--- src/rtl/msp430_control_unit.sv ---
// MSP430-style instruction sequencer: fetch, decode, extension-word fetch, execute/write-back and jumps.
// Optional MSP430_ILLEGAL_TRAP_EN: illegal opcodes halt with Illegal=1 instead of acting as a NOP.
module msp430_control_unit (
    input  logic        Clk,
    input  logic        Rst,
    input  logic [15:0] Instr,
    input  logic        Mem_ack,
    input  logic [3:0]  Flags,
    output logic [4:0]  Fsm,
    output logic        Mem_req,
    output logic        PC_inc,
    output logic        Ir_ld,
    output logic [1:0]  Ext_ld,
    output logic [3:0]  Src_reg,
    output logic [3:0]  Dst_reg,
    output logic [3:0]  Alu_op,
    output logic [1:0]  Fmt,
    output logic        Wr_en,
    output logic        Jmp_ld,
    output logic [9:0]  PC_offset,
    output logic        Illegal
);

    typedef enum logic [4:0] {
        S_RESET  = 5'd0,
        S_FETCH  = 5'd1,
        S_DECODE = 5'd2,
        S_EXT1   = 5'd3,
        S_EXT2   = 5'd4,
        S_EXEC   = 5'd5,
        S_WB     = 5'd6,
        S_JUMP   = 5'd7,
        S_HALT   = 5'd8
    } state_t;

    localparam logic [1:0] FMT_NONE   = 2'd0;
    localparam logic [1:0] FMT_DOUBLE = 2'd1;
    localparam logic [1:0] FMT_SINGLE = 2'd2;
    localparam logic [1:0] FMT_JUMP   = 2'd3;

    state_t      state;
    state_t      state_next;
    logic [15:0] ir;
    logic        ack;
    logic        is_jump;
    logic        is_double;
    logic        is_single;
    logic        src_ext;
    logic [1:0]  ext_cnt;
    logic        jump_taken;
    logic        wb_write;
    logic        flag_v;
    logic        flag_n;
    logic        flag_z;
    logic        flag_c;
    logic        unused_bw;

    // Memory handshake: Mem_req is held for the whole FETCH/EXT state; the word
    // is taken in the cycle Mem_ack=1 is seen (possibly the first request cycle).
    // Reset suppresses the request and ignores any ack.
    assign ack = Mem_ack & ~Rst;

    // Byte/word select does not influence sequencing.
    assign unused_bw = ir[6];

    always_ff @(posedge Clk) begin
        if (Rst) begin
            state <= S_RESET;
            ir    <= 16'h0000;
        end else begin
            state <= state_next;
            if (Ir_ld) begin
                ir <= Instr;
            end
        end
    end

    // Instruction classification from the latched word.
    assign is_jump   = (ir[15:13] == 3'b001);
    assign is_double = (ir[15:12] >= 4'd4);
    assign is_single = (ir[15:10] == 6'b000100);

    always_comb begin
        Fmt       = FMT_NONE;
        Alu_op    = 4'd0;
        Src_reg   = 4'd0;
        Dst_reg   = 4'd0;
        PC_offset = 10'd0;
        src_ext   = 1'b0;
        ext_cnt   = 2'd0;
        if (is_jump) begin
            Fmt       = FMT_JUMP;
            PC_offset = ir[9:0];
        end else if (is_double) begin
            Fmt     = FMT_DOUBLE;
            Alu_op  = ir[15:12];
            Src_reg = ir[11:8];
            Dst_reg = ir[3:0];
            // Indexed source, or immediate (@PC+ with PC as source).
            src_ext = (ir[5:4] == 2'b01) || ((ir[5:4] == 2'b11) && (ir[11:8] == 4'd0));
            ext_cnt = {1'b0, src_ext} + {1'b0, ir[7]};
        end else if (is_single) begin
            Fmt     = FMT_SINGLE;
            Alu_op  = {1'b0, ir[9:7]};
            Src_reg = ir[3:0];
            Dst_reg = ir[3:0];
            src_ext = (ir[5:4] == 2'b01) || ((ir[5:4] == 2'b11) && (ir[3:0] == 4'd0));
            ext_cnt = {1'b0, src_ext};
        end
    end

    assign flag_v = Flags[3];
    assign flag_n = Flags[2];
    assign flag_z = Flags[1];
    assign flag_c = Flags[0];

    always_comb begin
        jump_taken = 1'b0;
        case (ir[12:10])
            3'd0: jump_taken = ~flag_z;
            3'd1: jump_taken = flag_z;
            3'd2: jump_taken = ~flag_c;
            3'd3: jump_taken = flag_c;
            3'd4: jump_taken = flag_n;
            3'd5: jump_taken = ~(flag_n ^ flag_v);
            3'd6: jump_taken = flag_n ^ flag_v;
            default: jump_taken = 1'b1;
        endcase
    end

    // CMP and BIT only update flags, never the destination register.
    assign wb_write = !((Fmt == FMT_DOUBLE) && ((Alu_op == 4'h9) || (Alu_op == 4'hB)));

    always_comb begin
        state_next = state;
        Mem_req    = 1'b0;
        PC_inc     = 1'b0;
        Ir_ld      = 1'b0;
        Ext_ld     = 2'b00;
        Wr_en      = 1'b0;
        Jmp_ld     = 1'b0;
        case (state)
            S_RESET: state_next = S_FETCH;
            S_FETCH: begin
                Mem_req = ~Rst;
                if (ack) begin
                    Ir_ld      = 1'b1;
                    PC_inc     = 1'b1;
                    state_next = S_DECODE;
                end
            end
            S_DECODE: begin
                case (Fmt)
                    FMT_JUMP: state_next = S_JUMP;
                    FMT_DOUBLE, FMT_SINGLE: state_next = (ext_cnt != 2'd0) ? S_EXT1 : S_EXEC;
                    default: begin
`ifdef MSP430_ILLEGAL_TRAP_EN
                        state_next = S_HALT;
`else
                        state_next = S_FETCH;
`endif
                    end
                endcase
            end
            S_EXT1: begin
                Mem_req = ~Rst;
                if (ack) begin
                    PC_inc     = 1'b1;
                    Ext_ld     = 2'b01;
                    state_next = (ext_cnt == 2'd2) ? S_EXT2 : S_EXEC;
                end
            end
            S_EXT2: begin
                Mem_req = ~Rst;
                if (ack) begin
                    PC_inc     = 1'b1;
                    Ext_ld     = 2'b10;
                    state_next = S_EXEC;
                end
            end
            S_EXEC: state_next = S_WB;
            S_WB: begin
                Wr_en      = wb_write & ~Rst;
                state_next = S_FETCH;
            end
            S_JUMP: begin
                Jmp_ld     = jump_taken & ~Rst;
                state_next = S_FETCH;
            end
            S_HALT: state_next = S_HALT;
            default: state_next = S_RESET;
        endcase
        if (Rst) begin
            state_next = S_RESET;
        end
    end

    assign Fsm = state;

`ifdef MSP430_ILLEGAL_TRAP_EN
    assign Illegal = (state == S_HALT);
`else
    assign Illegal = 1'b0;
`endif

endmodule

--- config.mk ---
export PLATFORM = sky130hd
export DESIGN_NAME = msp430_control_unit
export DESIGN_NICKNAME = d
export VERILOG_FILES = /design/src/rtl/msp430_control_unit.sv
export SDC_FILE = /design/constraint.sdc
export NUM_CORES = 1
export LEC_CHECK = 0
export CORE_AREA = 2 2 70 72
export DETAILED_ROUTE_END_ITERATION = 10
export DIE_AREA = 0 0 72 74
export SYNTH_ARGS = -nofsm -noshare
export SYNTH_HDL_FRONTEND = slang
export SYNTH_SLANG_ARGS = --single-unit
--- constraint.sdc ---
create_clock -name Clk -period 2.6 [get_ports Clk]
set_clock_uncertainty 0.1 [all_clocks]
set_input_delay 0.52 -clock Clk [delete_from_list [all_inputs] [get_ports Clk]]
set_output_delay 0.52 -clock Clk [all_outputs]
set_load 0.03 [all_outputs]
After elaboration in Yosys (flattened, before gate mapping)
Cells that the tools add are included.

cells by class
  multiplexer cells = 32
  $add $sub $neg = 1
  bitwise gates (word level) = 8
  magnitude comparators = 1
  reductions and logical operators = 16
  equality and inequality tests = 27

operator list
  cell                                                  number
  one-hot mux 5 bit (7 select lines)                    1
  2-to-1 mux 4 bit                                      7
  equality test 5 x 3 -> 1 bit (second input constant)  4
  2-to-1 mux 5 bit                                      3
  2-to-1 mux 2 bit                                      6
  equality test 5 x 2 -> 1 bit (second input constant)  2
  2-to-1 mux 10 bit                                     1
  equality test 3 bit (second input constant)           3
  2-to-1 mux 1 bit                                      9
  equality test 2 bit (second input constant)           4
  equality test 4 bit (second input constant)           2
  logical NOT 4 bit                                     2
  one-hot mux 1 bit (7 select lines)                    1
  equality test 3 x 1 -> 1 bit (second input constant)  2
  equality test 3 x 2 -> 1 bit (second input constant)  2
  equality test 6 x 3 -> 1 bit (second input constant)  1
  2-to-1 mux 3 bit                                      2
  inequality test 2 bit (second input constant)         3
  one-hot mux 3 bit (2 select lines)                    1
  OR reduction 3 bit                                    2
  equality test 5 x 1 -> 1 bit (second input constant)  1
  equality test 5 x 4 -> 1 bit (second input constant)  1
  logical NOT 5 bit                                     1
  equality test 2 x 1 -> 1 bit (second input constant)  2
  13 further kinds                                      22

storage, ports and cells
  register bits after elaboration = 21
  word-level logic and storage cells = 87
  input bits = 23
  output and inout bits = 37

Depth between registers and ports, before layout
  depth after elaboration = 10
  depth in mapped cells = 8
  mapped depth without buffers = 7

Least setup slack after synthesis
No wires, ideal clock.

  path type = register -> output
  from = register state[2], in the netlist Fsm[2]
  to = output Ext_ld[1]
  arrival = 1,951 ps
  path slack = 29 ps
  stages on the path, launching flop included = 4
  data required time = 1,980 ps
  path buffers = 1
  cells stage by stage = dfxtp_1 clkbuf_1 nand2b_1 nor4b_1

on the way
  cells in the longest elaborated chain, start to end = 2
  elaborated cells between the ends (all ways) = 3
  those cells by class = eq/ne: 2; mux: 1

RTL lines
  what                                                                                 RTL line  text
  start: declaration                                                                   41        state_t state;
  start signal: assignment                                                             71        state <= state_next;
  equality test 5 x 3 -> 1 bit / equality test 5 x 2 -> 1 bit (equally long branches)  142       case (state)
  one-hot mux 2 bit (2 select lines) *                                                 142
  end: declaration                                                                     13        output logic [1:0] Ext_ld,

Mark *: on every way between the ends. The rest lies on a longest branch, timed or not.

Worst setup path in the final report
  from = input Flags[2]
  to = output Jmp_ld

on the way
  cells in the longest elaborated chain, start to end = 5

RTL lines
  what                                  RTL line  text
  start: declaration                    8         input logic [3:0] Flags,
  XOR 1 bit                             125, 126
  NOT 1 bit                             125       3'd5: jump_taken = ~(flag_n ^ flag_v);
  one-hot mux 1 bit (7 select lines) *  119       case (ir[12:10])
  AND 1 bit *                           187       Jmp_ld = jump_taken & ~Rst;
  2-to-1 mux 1 bit *                    142
  end: declaration                      19        output logic Jmp_ld,

Marks and branches as above.

==> qor.yml <==
grt:
  grtUsageTotal: 0.145
  grt_pass1_wl_mm: 6.06
  globalRouteOverflowTotal: 0
  grt_pass1_vias: 1276
  antenna_found_initial: 0
  grt_max_degree: 20
synthesis:
  postSynthAreaPerCell_um2: 8.16
  synthTopCellsByArea: "dfxtp_1 (30%), mux2i_1 (12%), nor2_1 (6.2%)"
  ys_warn_count: 0
  synth.distinct_cells: 43
  synthTopCellsByCount: "nor2_1 (22), dfxtp_1 (20), mux2i_1 (16), and3_1 (10)"
  synth_flop_cell: "dfxtp_1"
  synth-seq-cells: 20
  async_flop_share: 0
  synth_most_common_cell: "nor2_1"
  synth_top_area_share: 0.299
  synth_top_area_cell: "dfxtp_1"
  ys_seq_area_frac: 0.299
  syn_inst: 164
  syn_area_um2: 1340
  synth_edf_count: 0
run_status:
  status: "completed"
floorplan:
  start_util: 0.291
  die_y_um: 74
  die_area_um2: 5330
  rows: 25
  core-area_um2: 4600
  io_pins: 60
  die_w_um: 72
timing:
  setup_viol: 0
  period_needed_ns: 2.51
  hold_viol_final: 0
  fin_setup_tns_ns: 0
  drv_slew: 0
  finalCritPeriodShare: 0.964
  rsz0062_at_grt: "false"
  max_freq_mhz: 399
power_and_ir_drop:
  leakage_nw: 0.989
  powerDensity_nw_per_um2: 427
  ir_drop_mv: 0.198
  finalPower_uw: 846
worst_setup_path:
  worst-setup-path-type: "input pin to output pin"
  critPathCaptureType: "output pin"
  crit_required_ns: 1.98
  cp_max_fo: 4
  startpoint_type: "input pin"
  crit_arrival_ns: 1.89
cells_and_area:
  final-seq-area_um2: 400
  fin_util: 0.431
  fillCellCount: 474
  synthToLayoutAreaGrowth_pct: 48.1
  fin_nets: 247
  multi_input_area_um2: 812
  diodes: 0
  drive_above_1_share: 0.168
detailed_routing:
  antenna_left: 0
  vias: 1370
  drt_iter0_markers: 51
  firstDrtPassIters: 4
  vias_per_cell: 5.00
  drc: 0
  wl_mm: 3.84
  wire_per_inst_um: 14.0
cts:
  clock-sinks: 20
  insertion_delay_ns: 0.27
  cts_tree: "done"
  htreeDepth: 1
  clk_pin_slew_ns: 0.08
  post_cts_buffers: 0
  cts_max_path_buffers: 2
  cts_made_buffers: 3
  clockRootBuffer: "clkbuf_8"
placement:
  dp_hpwl_mm: 2.84
  place.gp.congestion: 0.833
  port-buffer-count: 57
run:
  maxCapViolations: 0
worst_hold_path:
  hp-class: "flip-flop to flip-flop"
## cell type report
type,count,share of cell area
clock inverters,1,0.0152
well taps,54,0.0341
flip-flops and latches,20,0.202
inverters,7,0.0133
clock buffers,3,0.0208
repair buffers,67,0.304
multi-input cells,122,0.410
## final timing paths
kind | cells after the start | endpoint | slack [ns] | start
worst max-delay path | 6 | Jmp_ld | 0.09 | Flags[2]
worst min register to register | 2 | ir[6]$_SDFFE_PP0P_ | 0.40 | ir[6]$_SDFFE_PP0P_
worst min-delay path | 2 | ir[6]$_SDFFE_PP0P_ | 0.40 | ir[6]$_SDFFE_PP0P_
worst max register to register | 7 | Fsm[2]$_SDFFE_PP0P_ | 0.56 | ir[15]$_SDFFE_PP0P_
## timing repair
item / CTS / global route
endpoints found under the setup margin: 0 / 7
hold buffers: 0 / 0
gates resized for setup: 0 / 4
## logic make-up after synthesis
| kind of cell | synth area share |
|---|---|
| simple gates | 0.283 |
| compound gates | 0.164 |
| mux | 0.120 |
| flops | 0.299 |
| other cells | 0.00280 |
| fa+ha+maj | 0.0281 |
| buf+inv | 0.104 |
## routing by layer
layer | global-route usage | up-vias | wire, um | share of wire
li1 | - | 692 | - | -
met1 | 0.200 | 635 | 1870 | 0.49
met2 | 0.228 | 36 | 1720 | 0.45
met3 | 0.0217 | 7 | 169 | 0.044
met4 | 0.0587 | 0 | 78 | 0.020
met5 | 0 | - | 0 | 0
## stage by stage
step,std cells,cell area [um^2],hold slack [ns],worst slack (ns)
CTS,274,1970,0.403,0.00159
floorplan,165,1340,0.355,0.0293
finish,274,1980,0.398,0.0946
detailed placement,270,1900,0.383,0.0687
global placement,270,1900,0.377,0.101
global route,274,1980,0.426,0.0134
## sequential cells by signal, indices dropped and copies added (netlist names)
| name | flops |
|---|---|
| ir | 16 |
| Fsm | 4 |
## cells in the final DEF (no fill, tap or decap), drive strengths merged, types with 5 or more instances in the layout
| cell | count |
|---|---|
| a22o | 6 |
| and3 | 10 |
| nand2 | 5 |
| clkdlybuf4s50 | 38 |
| and2 | 7 |
| mux2i | 16 |
| nand3 | 5 |
| o21ai | 5 |
| nor2 | 22 |
| dfxtp | 20 |
| inv | 7 |
| buf | 28 |
| nor3 | 5 |
## worst max-delay path: stages
cell and delay [ns]:
clkdlybuf4s50_1 0.53, o21a_1 0.13, o22ai_1 0.07, a211o_1 0.28
a211oi_2 0.17, buf_4 0.18
## where the power goes
group	switching [mW]	total, mW	internal [mW]
sequential	0.0198	0.338	0.318
clock	0.118	0.324	0.206
combinational	0.0940	0.183	0.0893
(Power assumes the default switching activity.)
